**config.mk**
```make
export PLATFORM = sky130hd
export DESIGN_NAME = tetris_vga_timing
export DESIGN_NICKNAME = d
export VERILOG_FILES = /design/src/rtl/tetris_vga_pkg.sv /design/src/rtl/tetris_vga_axis_cnt.sv /design/src/rtl/tetris_vga_timing.sv
export SDC_FILE = /design/constraint.sdc
export NUM_CORES = 1
export LEC_CHECK = 0
export CORE_ASPECT_RATIO = 0.5
export CORE_MARGIN = 10
export CORE_UTILIZATION = 55
export DETAILED_ROUTE_END_ITERATION = 7
export PLACE_DENSITY = 0.85
export SKIP_LAST_GASP = 1
export SYNTH_ARGS = -nofsm -noshare
export SYNTH_HDL_FRONTEND = slang
export SYNTH_SLANG_ARGS = --single-unit
```
**constraint.sdc**
```tcl
create_clock -name clk_vga_i -period 4.53 [get_ports clk_vga_i]
set_clock_uncertainty 0.2 [all_clocks]
set_input_delay 0.906 -clock clk_vga_i [delete_from_list [all_inputs] [get_ports clk_vga_i]]
set_output_delay 0.906 -clock clk_vga_i [all_outputs]
set_load 0.005 [all_outputs]
```
**src/rtl/tetris_vga_pkg.sv**
```systemverilog
// Shared raster timing constants, the decoded timing bundle type and small
// helpers used by the VGA timing generator and its axis counters.
package tetris_vga_pkg;

  localparam int unsigned VGA_PIX_WIDTH = 12;

  localparam int unsigned VGA_640x480_H_DISP   = 640;
  localparam int unsigned VGA_640x480_H_FPORCH = 16;
  localparam int unsigned VGA_640x480_H_SYNC   = 96;
  localparam int unsigned VGA_640x480_H_BPORCH = 48;
  localparam int unsigned VGA_640x480_V_DISP   = 480;
  localparam int unsigned VGA_640x480_V_FPORCH = 10;
  localparam int unsigned VGA_640x480_V_SYNC   = 2;
  localparam int unsigned VGA_640x480_V_BPORCH = 33;

  localparam int unsigned VGA_1280x1024_H_DISP   = 1280;
  localparam int unsigned VGA_1280x1024_H_FPORCH = 48;
  localparam int unsigned VGA_1280x1024_H_SYNC   = 112;
  localparam int unsigned VGA_1280x1024_H_BPORCH = 248;
  localparam int unsigned VGA_1280x1024_V_DISP   = 1024;
  localparam int unsigned VGA_1280x1024_V_FPORCH = 1;
  localparam int unsigned VGA_1280x1024_V_SYNC   = 3;
  localparam int unsigned VGA_1280x1024_V_BPORCH = 38;

  typedef struct packed {
    logic                     hs;
    logic                     vs;
    logic                     de;
    logic [VGA_PIX_WIDTH-1:0] x;
    logic [VGA_PIX_WIDTH-1:0] y;
  } vga_timing_t;

  function automatic logic sync_level(input logic active, input logic act_high);
    return act_high ? active : ~active;
  endfunction

  function automatic logic in_span(input int unsigned v, input int unsigned lo,
                                   input int unsigned len);
    return (v >= lo) && (v < lo + len);
  endfunction

endpackage

```
**src/rtl/tetris_vga_axis_cnt.sv**
```systemverilog
// One raster axis: counts 0..TOT-1 when inc_i is high and decodes the display
// and sync regions (order: display, front porch, sync, back porch).
module tetris_vga_axis_cnt
  import tetris_vga_pkg::*;
#(
  parameter int unsigned PIX_WIDTH = 12,
  parameter int unsigned DISP      = 1280,
  parameter int unsigned FPORCH    = 48,
  parameter int unsigned SYNC      = 112,
  parameter int unsigned BPORCH    = 248
) (
  input  logic                 clk_i,
  input  logic                 rst_i,
  input  logic                 inc_i,
  output logic [PIX_WIDTH-1:0] cnt_o,
  output logic                 wrap_o,
  output logic                 disp_o,
  output logic                 sync_o
);

  localparam int unsigned          TOT  = DISP + FPORCH + SYNC + BPORCH;
  localparam logic [PIX_WIDTH-1:0] LAST = PIX_WIDTH'(TOT - 1);

  if (DISP == 0 || FPORCH == 0 || SYNC == 0 || BPORCH == 0) begin : g_bad_zero
    $error("tetris_vga_axis_cnt: timing parameters must be non-zero");
  end
  if (64'(TOT) > (64'd1 << PIX_WIDTH)) begin : g_bad_width
    $error("tetris_vga_axis_cnt: total period does not fit in PIX_WIDTH");
  end

  logic [PIX_WIDTH-1:0] cnt_q, cnt_d;
  logic                 at_last;

  assign at_last = (cnt_q == LAST);
  assign wrap_o  = inc_i && at_last;
  assign cnt_o   = cnt_q;

  always_comb begin
    cnt_d = cnt_q;
    if (inc_i) begin
      cnt_d = at_last ? '0 : cnt_q + 1'b1;
    end
  end

  always_comb begin
    disp_o = in_span(32'(cnt_q), 0, DISP);
    sync_o = in_span(32'(cnt_q), DISP + FPORCH, SYNC);
  end

  always_ff @(posedge clk_i or posedge rst_i) begin
    if (rst_i) begin
      cnt_q <= '0;
    end else begin
      cnt_q <= cnt_d;
    end
  end

endmodule

```
**src/rtl/tetris_vga_timing.sv**
```systemverilog
// Free-running raster timing generator: registered hsync/vsync/de, pixel
// coordinates, frame/vblank strobes and a frame counter, all mutually aligned.
module tetris_vga_timing
  import tetris_vga_pkg::*;
#(
  parameter int unsigned PIX_WIDTH      = 12,
  parameter int unsigned H_DISP         = 1280,
  parameter int unsigned H_FPORCH       = 48,
  parameter int unsigned H_SYNC         = 112,
  parameter int unsigned H_BPORCH       = 248,
  parameter int unsigned V_DISP         = 1024,
  parameter int unsigned V_FPORCH       = 1,
  parameter int unsigned V_SYNC         = 3,
  parameter int unsigned V_BPORCH       = 38,
  parameter bit          HS_ACT_HIGH    = 1'b0,
  parameter bit          VS_ACT_HIGH    = 1'b0,
  parameter logic [15:0] FRAME_CNT_INIT = 16'h0000
) (
  input  logic                 clk_vga_i,
  input  logic                 rst_i,
  output logic                 pix_hs_o,
  output logic                 pix_vs_o,
  output logic                 pix_de_o,
  output logic [PIX_WIDTH-1:0] pix_x_o,
  output logic [PIX_WIDTH-1:0] pix_y_o,
  output logic                 frame_start_o,
  output logic                 vblank_start_o,
  output logic [15:0]          frame_cnt_o
);

  localparam logic                 HS_IDLE = ~HS_ACT_HIGH;
  localparam logic                 VS_IDLE = ~VS_ACT_HIGH;
  localparam logic [PIX_WIDTH-1:0] V_DISP_W = PIX_WIDTH'(V_DISP);

  logic [PIX_WIDTH-1:0] h_cnt, v_cnt;
  logic                 h_wrap, h_disp, h_sync;
  logic                 v_wrap, v_disp, v_sync;

  tetris_vga_axis_cnt #(
    .PIX_WIDTH (PIX_WIDTH),
    .DISP      (H_DISP),
    .FPORCH    (H_FPORCH),
    .SYNC      (H_SYNC),
    .BPORCH    (H_BPORCH)
  ) u_h_cnt (
    .clk_i  (clk_vga_i),
    .rst_i  (rst_i),
    .inc_i  (1'b1),
    .cnt_o  (h_cnt),
    .wrap_o (h_wrap),
    .disp_o (h_disp),
    .sync_o (h_sync)
  );

  tetris_vga_axis_cnt #(
    .PIX_WIDTH (PIX_WIDTH),
    .DISP      (V_DISP),
    .FPORCH    (V_FPORCH),
    .SYNC      (V_SYNC),
    .BPORCH    (V_BPORCH)
  ) u_v_cnt (
    .clk_i  (clk_vga_i),
    .rst_i  (rst_i),
    .inc_i  (h_wrap),
    .cnt_o  (v_cnt),
    .wrap_o (v_wrap),
    .disp_o (v_disp),
    .sync_o (v_sync)
  );

  logic                 hs_q, hs_d;
  logic                 vs_q, vs_d;
  logic                 de_q, de_d;
  logic [PIX_WIDTH-1:0] x_q, x_d;
  logic [PIX_WIDTH-1:0] y_q, y_d;
  logic                 fs_q, fs_d;
  logic                 vb_q, vb_d;
  logic [15:0]          fc_q, fc_d;

  // v_wrap already implies h_wrap, since the V counter only advances on H wrap
  always_comb begin
    hs_d = sync_level(h_sync, HS_ACT_HIGH);
    vs_d = sync_level(v_sync, VS_ACT_HIGH);
    de_d = h_disp && v_disp;
    x_d  = de_d ? h_cnt : '0;
    y_d  = de_d ? v_cnt : '0;
    fs_d = (h_cnt == '0) && (v_cnt == '0);
    vb_d = (h_cnt == '0) && (v_cnt == V_DISP_W);
    fc_d = fc_q + {15'd0, v_wrap};
  end

  always_ff @(posedge clk_vga_i or posedge rst_i) begin
    if (rst_i) begin
      hs_q <= HS_IDLE;
      vs_q <= VS_IDLE;
      de_q <= 1'b0;
      x_q  <= '0;
      y_q  <= '0;
      fs_q <= 1'b0;
      vb_q <= 1'b0;
      fc_q <= FRAME_CNT_INIT;
    end else begin
      hs_q <= hs_d;
      vs_q <= vs_d;
      de_q <= de_d;
      x_q  <= x_d;
      y_q  <= y_d;
      fs_q <= fs_d;
      vb_q <= vb_d;
      fc_q <= fc_d;
    end
  end

  assign pix_hs_o       = hs_q;
  assign pix_vs_o       = vs_q;
  assign pix_de_o       = de_q;
  assign pix_x_o        = x_q;
  assign pix_y_o        = y_q;
  assign frame_start_o  = fs_q;
  assign vblank_start_o = vb_q;
  assign frame_cnt_o    = fc_q;

endmodule
```
* Word-level counts from Yosys, hierarchy flattened
Cells that the tools add are included.
** Storage, ports and cells
- Register bits after elaboration :: 69
- Input port bits :: 2
** Operators by class
- $lt $le $gt $ge :: 6
- Equality and inequality tests :: 3
- Bitwise gates (word level) :: 2
- $add $sub $neg :: 3
- Muxes and demuxes :: 4
- Reductions and logical operators :: 8
** Operators by type and width (number)
- $lt 12x11->1 const B :: 4
- $mux 12 :: 4
- $eq 12x11->1 const B :: 3
- $add 12x1->12 const B :: 2
- $ge 12x11->1 const B :: 2
- $logic_not 12->1 :: 2
- $add 16x1->16 :: 1
- $logic_and 1x1->1 :: 6
- $not 1->1 :: 2

* Depth between registers and ports, before layout
Gate-level depths: netlist of the first run.
- Depth after elaboration :: 3
- Mapped depth :: 11
- Depth with buffers taken out :: 11

* By module
From an unflattened synthesis of the first run, not the netlist that was laid out.
** Second synthesis, totals
- Cell total of the unflattened synthesis :: 273
- Area total of the unflattened synthesis :: 3076.7 um^2
** By module, submodules not included
- tetris_vga_timing :: cells each 127, sequential area each 1128.6 um^2, instances 1, area an instance 1674.1 um^2
- tetris_vga_axis_cnt (u_h_cnt) :: cells each 75, sequential area each 300.3 um^2, instances 1, area an instance 709.4 um^2
- tetris_vga_axis_cnt (u_v_cnt) :: cells each 71, sequential area each 300.3 um^2, instances 1, area an instance 693.2 um^2

* Worst setup path before layout of the first run
No wires, ideal clock.
- Kind :: flip-flop to flip-flop
- From :: register u_h_cnt.cnt_q[6], in the netlist u_h_cnt.cnt_o[6]
- To :: register fc_q[15], in the netlist frame_cnt_o[15]
- Arrival time :: 2.618 ns
- Slack :: 1.589 ns
- Cell stages (with the launch flop) :: 11
- Path buffers :: 2
- Data required time :: 4.207 ns
- Cell sequence :: dfrtp_1 buf_6 or4_4 or3_1 clkbuf_2 nor2_1 ha_1 nand3_1 nor4_1 nand3_1 xnor2_1
** On the way
- Word-level cells in the longest chain between the ends :: 3
** RTL lines
- from (decl) :: line tetris_vga_axis_cnt.sv:31 : logic [PIX_WIDTH-1:0] cnt_q, cnt_d;
- from (signal assigned) :: line tetris_vga_axis_cnt.sv:54 : cnt_q <= cnt_d;
- $eq 12x11->1 :: line tetris_vga_axis_cnt.sv:34 : assign at_last = (cnt_q == LAST);
- $logic_and 1x1->1 :: line tetris_vga_axis_cnt.sv:35 : assign wrap_o = inc_i && at_last;
- $add 16x1->16 :: line tetris_vga_timing.sv:89 : fc_d = fc_q + {15'd0, v_wrap};
- net fc_d[15] :: line tetris_vga_timing.sv:78 : logic [15:0] fc_q, fc_d;
- to (signal assigned) :: line tetris_vga_timing.sv:101 : fc_q <= FRAME_CNT_INIT;
- to (signal assigned) :: line tetris_vga_timing.sv:110 : fc_q <= fc_d;
- to (decl) :: line tetris_vga_timing.sv:78
The timed path passes the listed nets, and every way through them passes these cells.
A chain may end at the register's enable or synchronous reset.

* Worst setup path after layout of the first run
Same ends and word-level chain as after synthesis.

==> results.py, run 1 <==
metrics = {
    "placed_design": {
        "gp_congestion": 0.8500,
        "pre_cts_slack_ps": 1357,
        "placed_area_mm2": 0.003417,
        "io_buffers": 46,
        "dp_hpwl_mm": 3.986,
    },
    "yosys": {
        "syn_area_per_cell_um2": 11.56,
        "syn_inst": 249,
        "synth_area_mm2": 0.002879,
        "yosysSeqAreaShare": 0.6006,
        "synth-seq-cells": 69,
        "yosys_warnings": 0,
        "yosysUniqueCellTypes": 37,
    },
    "flow_run": {
        "max_cap_viol_count": 0,
    },
    "floorplanning": {
        "die_w_um": 122.3,
        "die_h_um": 71.16,
        "coreArea_mm2": 0.005000,
        "dieArea_mm2": 0.008704,
        "initial_core_util": 0.5758,
        "rows": 18,
        "ioPinCount": 47,
    },
    "setup_path": {
        "worst-path-buf-inv": 0,
        "path_class": "reg -> reg",
        "slowest_stage": "or4_4",
        "end_kind": "flop",
        "path_common_cell": "nand3_1",
        "critical_path.cell_chain": "or4_4, or3_1, nor2_1, ha_1, nand3_1, nor4_1, nand3_1, xnor2_1",
        "crit_family": "simple AND/OR/NAND/NOR gates",
        "arrival_ps": 3230,
        "cp-start-kind": "flop",
        "worstPathRequired_ps": 4560,
        "max_stage_delay_ps": 560,
        "path_max_fanout": 8,
    },
    "sta": {
        "drv_slew": 0,
        "tightest_slew_ps": 1096,
        "fin_crit_sh": 0.7076,
        "relSlewSlack": 0.2657,
        "rsz0062_at_grt": "false",
        "setup_ws_ps": 1324,
        "setup_viol_count_final": 0,
        "setup-tns-final_ps": 0,
        "min_period_ps": 3206,
        "fmax_ghz": 0.3120,
        "hold_viol": 0,
    },
    "global_routing": {
        "grtUsageTotal": 0.1376,
        "grt_pass1_vias": 1884,
        "grt_max_degree": 38,
        "antenna_found_initial": 0,
        "grt-ovfl-total": 0,
        "grt_pass1_wl_mm": 9.404,
    },
    "detailed_routing": {
        "wl_mm": 5.700,
        "wl_met2_mm": 2.846,
        "firstDrtPassIters": 4,
        "ant_nets": 0,
        "drt_iter0_markers": 143,
        "avgRoutedWirePerCell_um": 15.12,
        "met3_length_um": 354,
        "wl_met1_mm": 2.408,
        "via_count": 1966,
        "drc_errors": 0,
        "vias_per_cell": 5.215,
        "routed.top_layer": "met4",
    },
    "clock_network": {
        "cts.sinks": 69,
        "root_buffer": "clkbuf_8",
        "cts_buffer_depth": 2,
        "cts_setup_buffers": 0,
        "cts_tree": "built",
        "ctsHoldBuffers": 0,
        "h-tree-depth": 3,
        "numCtsBuffers": 9,
        "clk_pin_slew_ps": 70,
        "clk_latency_ps": 340,
        "cts_resized": 0,
    },
    "run_status": {
        "status": "finished, final reports clean",
    },
    "finish": {
        "utilization": 0.7167,
        "fillers": 365,
        "final_area_mm2": 0.003583,
        "drive_gt1_frac": 0.09772,
        "diodes": 0,
        "areaGrowthSynthToFinish_pct": 24.47,
        "nNetsFinal": 311,
    },
    "power_and_ir_drop": {
        "leakage_nw": 1.608,
        "ir_drop_uv": 217.3,
        "p_per_area_mw_per_mm2": 293.7,
    },
    "hold_path": {
        "hp-class": "reg -> reg",
    },
}
==> path summary, 6_finish.rpt <==
kind / end / slack, ps / from / depth (start not counted)
worst max-delay path: frame_cnt_o[15] / 1320 / u_h_cnt.cnt_o[6] / 8
worst min-delay path: frame_cnt_o[15] / 280 / frame_cnt_o[15] / 1
worst max register to register: frame_cnt_o[15] / 1320 / u_h_cnt.cnt_o[6] / 8
worst min register to register: frame_cnt_o[15] / 280 / frame_cnt_o[15] / 1
max in group asynchronous: pix_vs_o / 2430 / rst_i / 3
min in group asynchronous: u_v_cnt.cnt_o[10] / 810 / rst_i / 2
==> synth_stat cells (all sizes together) <==
cell type  instances  area [µm²]
or4                3       26.27
dfstp              2       52.55
or3b               1       8.760
clkbuf             7       27.52
xor2              11       96.34
conb               1       3.750
ha                 7       87.58
a2bb2oi            1       8.760
nand4b             1       8.760
o21ai              6       30.02
nand3             16       80.08
nor4               3       25.02
o22ai              1       6.260
dfrtp             67        1677
and3               5       31.28
buf                1       11.26
nor2              14       52.55
nor4b              5       43.79
nand2             15       56.30
or3                3       18.77
nor3               8       45.04
a21oi              4       20.02
nand3b             1       7.510
and4b              1       10.01
mux2               1       11.26
nand4             10       62.56
or2                1       6.260
inv                9       33.78
xnor2             19       166.4
and4               2       17.52
and2              23       146.4
==> power by group <==
part / switching, mW / leakage (nW) / internal [mW]
sequential: 0.000353 / 0.921 / 0.617
combinational: 0.0121 / 0.607 / 0.00364
clock: 0.225 / 0.0808 / 0.194
==> stage by stage <==
step | power [mW] | std cells | hold slack (ps)
final | 1.052 | 377 | 283.6
after global routing | 1.097 | 377 | 316.3
after CTS | 1.065 | 377 | 287.4
after detailed placement | 0.6462 | 361 | 278.4
after global placement | 0.6456 | 361 | 268.0
after floorplan | 0.6388 | 251 | 268.2
==> per-layer routing <==
metal,global-route usage,up-vias
li1,-,950
met1,0.1559,954
met2,0.2310,52
met3,0.05780,10
met4,0.04675,0
met5,0,-
==> state kept, by name (all words and copies together), names as in the netlist <==
name and flops:
pix_x_o 12, pix_de_o 1, u_h_cnt.cnt_o 12, pix_y_o 12, u_v_cnt.cnt_o 12, pix_hs_o 1
pix_vs_o 1, vblank_start_o 1, frame_cnt_o 16, frame_start_o 1
==> final cells by class <==
cell class / count / area (µm²) / share of cell area
clock inverter: 7 / 42.54 / 0.01187
timing repair buffer: 48 / 475.5 / 0.1327
tap: 70 / 87.58 / 0.02444
sequential: 69 / 1729 / 0.4825
clock buffer: 9 / 123.9 / 0.03457
inverter: 9 / 33.78 / 0.009427
multi-input combinational: 165 / 1091 / 0.3045
==> placed cells by master (no fill, tap or decap), types with 4 or more instances in the layout <==
master,count
a21oi_1,4
nand4_1,10
xnor2_1,19
inv_1,8
nand3_1,16
xor2_1,11
nand2_1,15
o21ai_0,5
ha_1,7
nor4b_1,4
and2_1,21
clkbuf_8,9
nor3_1,7
clkinv_2,4
nor2_1,14
dfrtp_1,67
clkdlybuf4s50_1,46
and3_1,5
==> cells by family after synthesis <==
logic type                 count (synthesis)  synth area share
adders and majority gates                  7           0.03042
and+or+nand+nor                          112            0.2247
xor gates and xnor gates                  30           0.09126
DFF                                       69            0.6006
other                                      1          0.001303
muxes                                      1          0.003911
AOI/OAI and AO/OA                         12           0.02260
buffers and inverters                     17           0.02520
(Power assumes the default switching activity.)
==> run 2, diff against run 1 <==
CORE_UTILIZATION = 47   (was 55)
PLACE_DENSITY = 0.77   (was 0.85)
clock period = 2.74 ns   (was 4.53 ns; I/O delays follow)
==> run 2 against run 1 <==
Compared with the run above: flip-flop and latch count unchanged; register-to-register slack got worse by 1200 ps; cell area up 9.5%; non-clock buffer count grew 12; combinational power is 97% higher; utilization is 6.4 points lower; clock-buffer cell count rose by 4; final cell count up 5.0%; critical path type unchanged.
==> results.py, run 2 (synthesis results as in run 1) <==
metrics = {
    "global_routing": {
        "antenna_found_initial": 0,
        "grt_pass1_wl_mm": 10.31,
        "grt-ovfl-total": 0,
        "grt_max_degree": 44,
        "grtUsageTotal": 0.1347,
        "grt_pass1_vias": 2133,
    },
    "flow_run": {
        "max_cap_viol_count": 0,
    },
    "sta": {
        "tightest_slew_ps": 643.5,
        "fin_crit_sh": 0.9506,
        "whs_ps": 260.0,
        "rsz0062_at_grt": "false",
        "min_period_ps": 2605,
        "fmax_ghz": 0.3839,
        "drv_slew": 0,
        "relSlewSlack": 0.5699,
        "setup_viol_count_final": 0,
        "hold_viol": 0,
        "setup-tns-final_ps": 0,
    },
    "setup_path": {
        "arrival_ps": 2610,
        "path_max_fanout": 3,
        "path_class": "reg -> reg",
        "cp-start-kind": "flop",
        "r2r_slack_ps": 140,
        "worstPathRequired_ps": 2750,
        "end_kind": "flop",
    },
    "finish": {
        "nNetsFinal": 323,
        "most-common-layout-cells": "dfrtp_1, clkdlybuf4s50_1, and2_1, xnor2_1, nand2_1",
        "largest_reg_flops": 16,
        "final_area_mm2": 0.003923,
        "fillers": 437,
        "areaGrowthSynthToFinish_pct": 36.25,
        "drive_gt1_frac": 0.1630,
        "utilization": 0.6531,
        "mostFrequentLayoutCell": "dfrtp_1",
        "diodes": 0,
    },
    "floorplanning": {
        "initial_core_util": 0.4794,
        "die_w_um": 130.7,
        "coreArea_mm2": 0.006006,
        "dieArea_mm2": 0.009846,
        "rows": 20,
        "ioPinCount": 47,
        "die_h_um": 75.34,
    },
    "placed_design": {
        "dp_hpwl_mm": 4.318,
        "gp_congestion": 0.8825,
        "placed_area_mm2": 0.003548,
        "io_buffers": 46,
    },
    "clock_network": {
        "numCtsBuffers": 9,
        "cts_setup_buffers": 0,
        "ctsHoldBuffers": 0,
        "clk_latency_ps": 320,
        "cts_buffer_depth": 2,
        "clk_pin_slew_ps": 50,
        "cts.sinks": 69,
        "cts_tree": "built",
        "root_buffer": "clkbuf_16",
        "h-tree-depth": 3,
    },
    "detailed_routing": {
        "avgRoutedWirePerCell_um": 15.95,
        "wl_mm": 6.318,
        "firstDrtPassIters": 4,
        "via_count": 2068,
        "drc_errors": 0,
        "ant_nets": 0,
        "drt_iter0_markers": 142,
        "vias_per_cell": 5.222,
    },
    "power_and_ir_drop": {
        "leakage_nw": 1.760,
        "ir_drop_uv": 281.7,
        "p_per_area_mw_per_mm2": 567.3,
    },
    "hold_path": {
        "hp-class": "in -> async",
    },
    "run_status": {
        "status": "finished, final reports clean",
    },
}
run 2: cell count changes in the layout (fill, tap and decap cells not counted), sizes merged:
cell      delta
clkinvlp     -2
clkbuf       +4
clkinv       -3
buf         +12
bufinv       +1
run 2: power breakdown:
| group | internal (mW) | switching, mW | total [mW] |
|---|---|---|---|
| clock network | 0.777 | 0.395 | 1.17 |
| registers | 1.02 | 0.000631 | 1.02 |
| logic | 0.00902 | 0.0218 | 0.0309 |
| total | 1.81 | 0.417 | 2.23 |
run 2: per-stage QoR:
stage | worst slack [ps] | total power [mW] | cells
after floorplan | -51.49 | 1.056 | 251
after global placement | 56.08 | 1.071 | 380
after detailed placement | -60.94 | 1.073 | 380
after CTS | 2.165 | 2.252 | 396
after global routing | 18.19 | 2.297 | 396
final | 135.3 | 2.225 | 396
run 2: layer usage:
layer	up-vias	wire length [µm]	part of all wire	GRT usage
met4	0	107	0.017	0.06242
met1	1030	2518	0.40	0.1458
met5	-	0	0	0
met2	55	3336	0.53	0.2429
li1	971	-	-	-
met3	12	355	0.056	0.04028
run 2: layout make-up:
class	count	area, µm²	share of cell area
Multi-Input combinational cell	165	1172	0.2989
Sequential cell	69	1729	0.4408
Timing Repair Buffer	60	578.1	0.1474
Clock buffer	13	270.3	0.06890
Clock inverter	3	42.54	0.01085
Inverter	9	33.78	0.008612
Tap cell	77	96.34	0.02456
run 2: worst paths after layout:
| check | endpoint | startpoint | cells after the start |
|---|---|---|---|
| setup reg to reg | frame_cnt_o[12] | u_h_cnt.cnt_o[8] | 9 |
| hold reg to reg | frame_cnt_o[15] | frame_cnt_o[15] | 1 |
| hold / removal | pix_x_o[5] | rst_i | 2 |
| max in group asynchronous | pix_vs_o | rst_i | 3 |
| setup / recovery | frame_cnt_o[12] | u_h_cnt.cnt_o[8] | 9 |
| min in group clk_vga_i | frame_cnt_o[15] | frame_cnt_o[15] | 1 |
run 2: critical path, cell delays in order, from the launching register on:
cell     delay [ps]
dfrtp_1         380
or4_4           550
or3_4           370
nor2_4          110
ha_4            160
ha_4            140
nand4_1         140
nor3_2          210
nand2_1          90
xnor2_1         140
run 2: timing repair:
action                     CTS  global route
setup endpoints to repair    8            11
resized for setup            7             6
pin swaps                    3             5
==> run 3, diff against run 2 <==
--- a/constraint.sdc
+++ b/constraint.sdc
@@ -4,2 +4,2 @@
 set_output_delay 0.548 -clock clk_vga_i [all_outputs]
-set_load 0.005 [all_outputs]
+set_load 0.05 [all_outputs]
==> run 3 against run 2 <==
Compared with the run above: first-iteration DRC count fell by 39%; non-clock buffer count increased by 2; cell area decreased by 0.16%; power up 0.91%; critical endpoint is now frame_cnt_o[14]; hold slack gained 26 ps.
==> results.py, run 3 (synthesis results as in run 1) <==
metrics = {
    "setup_path": {
        "crit_start": "u_h_cnt.cnt_o[8]",
        "cp-start-kind": "flop",
        "rr_worst_depth": 9,
        "r2r_start": "u_h_cnt.cnt_o[8]",
        "worstPathRequired_ps": 2730,
        "path_class": "reg -> reg",
        "max_stage_delay_ps": 560,
        "r2r_slack_ps": 110,
        "arrival_ps": 2630,
        "crit_family": "simple AND/OR/NAND/NOR gates",
        "worst-path-buf-inv": 0,
        "end_kind": "flop",
        "critical_path.cell_chain": "or4_4, or3_4, nor2_2, ha_2, ha_4, nand4_1, nor3_2, nand2_1, xnor2_2",
        "crit_end": "frame_cnt_o[14]",
        "reg2reg_to": "frame_cnt_o[14]",
        "slowest_stage": "or4_4",
        "cp.depth": 9,
        "path_max_fanout": 3,
    },
    "detailed_routing": {
        "vias_per_cell": 5.093,
        "wl_mm": 6.219,
        "firstDrtPassIters": 4,
        "via_count": 2027,
        "avgRoutedWirePerCell_um": 15.63,
        "ant_nets": 0,
        "drc_errors": 0,
        "drt_iter0_markers": 87,
    },
    "sta": {
        "fmax_ghz": 0.3799,
        "hold_viol": 0,
        "fin_crit_sh": 0.9607,
        "whs_ps": 286.4,
        "tightest_slew_ps": 650.2,
        "relSlewSlack": 0.5654,
        "setup_viol_count_final": 0,
        "drv_slew": 0,
        "min_period_ps": 2632,
    },
    "finish": {
        "nNetsFinal": 325,
        "drive_gt1_frac": 0.1589,
        "utilization": 0.6521,
        "largest_reg_flops": 16,
        "fillers": 458,
        "areaGrowthSynthToFinish_pct": 36.03,
        "most-common-layout-cells": "dfrtp_1, clkdlybuf4s50_1, and2_1, xnor2_1",
        "multi_input_area_mm2": 0.001154,
        "regArea_mm2": 0.001730,
        "mostFrequentLayoutCell": "dfrtp_1",
        "diodes": 0,
    },
    "power_and_ir_drop": {
        "p_per_area_mw_per_mm2": 573.3,
        "p_total_mw": 2.245,
        "leakage_nw": 1.771,
        "ir_drop_uv": 273.4,
    },
    "floorplanning": {
        "dieArea_mm2": 0.009846,
        "rows": 20,
        "die_w_um": 130.7,
        "die_h_um": 75.34,
        "initial_core_util": 0.4794,
        "ioPinCount": 47,
        "coreArea_mm2": 0.006006,
    },
    "clock_network": {
        "cts_setup_buffers": 0,
        "clk_pin_slew_ps": 50,
        "cts_tree": "built",
        "cts_buffer_depth": 2,
        "clk_latency_ps": 320,
        "root_buffer": "clkbuf_16",
        "numCtsBuffers": 9,
        "ctsHoldBuffers": 0,
        "cts_resized": 0,
        "h-tree-depth": 3,
        "cts.sinks": 69,
    },
    "run_status": {
        "status": "finished, final reports clean",
    },
    "global_routing": {
        "grt_max_degree": 35,
        "grt_pass1_vias": 2089,
        "antenna_found_initial": 0,
        "grtUsageTotal": 0.1346,
        "grt-ovfl-total": 0,
        "grt_pass1_wl_mm": 10.47,
    },
    "hold_path": {
        "hold_start": "frame_cnt_o[15]",
        "hp-class": "reg -> reg",
    },
    "flow_run": {
        "max_cap_viol_count": 0,
    },
    "placed_design": {
        "dp_hpwl_mm": 4.613,
        "gp_congestion": 0.8757,
        "io_buffers": 46,
    },
}
## run 3: routing by layer
layer  track usage  vias to the layer above  wire (µm)
met5             0                        -          0
met4       0.04529                        0         70
met3       0.03681                        6        333
met2        0.2362                       43       3183
met1        0.1588                      997       2631
li1              -                      981          -
## run 3: layout make-up
class | instances | share of cell area
Sequential cell | 69 | 0.4419
Multi-Input combinational cell | 165 | 0.2946
Timing Repair Buffer | 62 | 0.1514
Clock buffer | 12 | 0.06038
Tap cell | 77 | 0.02460
Clock inverter | 4 | 0.01853
Inverter | 9 | 0.008626
## run 3: report_power, final
part	switching [mW]	internal (mW)
Combinational	0.0296	0.00891
Clock	0.389	0.795
Sequential	0.000572	1.02
Total	0.419	1.83
## run 3: worst min path at each step
stage / end / slack, ps / cells past startpoint
2_1_floorplan: u_v_cnt.cnt_o[6] / 270 / 1
3_3_place_gp: frame_cnt_o[15] / 270 / 1
3_5_place_dp: frame_cnt_o[13] / 280 / 1
4_1_cts: frame_cnt_o[13] / 290 / 1
5_1_grt: frame_cnt_o[10] / 320 / 1
6_report: frame_cnt_o[15] / 290 / 1
## run 3: stage by stage
| step | setup WS [ps] | TNS [ps] | cell area [µm²] | instances |
|---|---|---|---|---|
| global route | -12.97 | -12.97 | 3916 | 398 |
| detailed placement | 113.7 | 0 | 3593 | 382 |
| floorplan | 20.13 | 0 | 2945 | 251 |
| global placement | 171.8 | 0 | 3593 | 382 |
| CTS | 62.68 | 0 | 3902 | 398 |
| finish | 107.7 | 0 | 3916 | 398 |
## run 3: worst reg2reg max path, stage by stage (launching register included)
cell and delay, ps:
dfrtp_1 380, or4_4 560, or3_4 360, nor2_2 90
ha_2 210, ha_4 150, nand4_1 120, nor3_2 150
nand2_1 130, xnor2_2 160
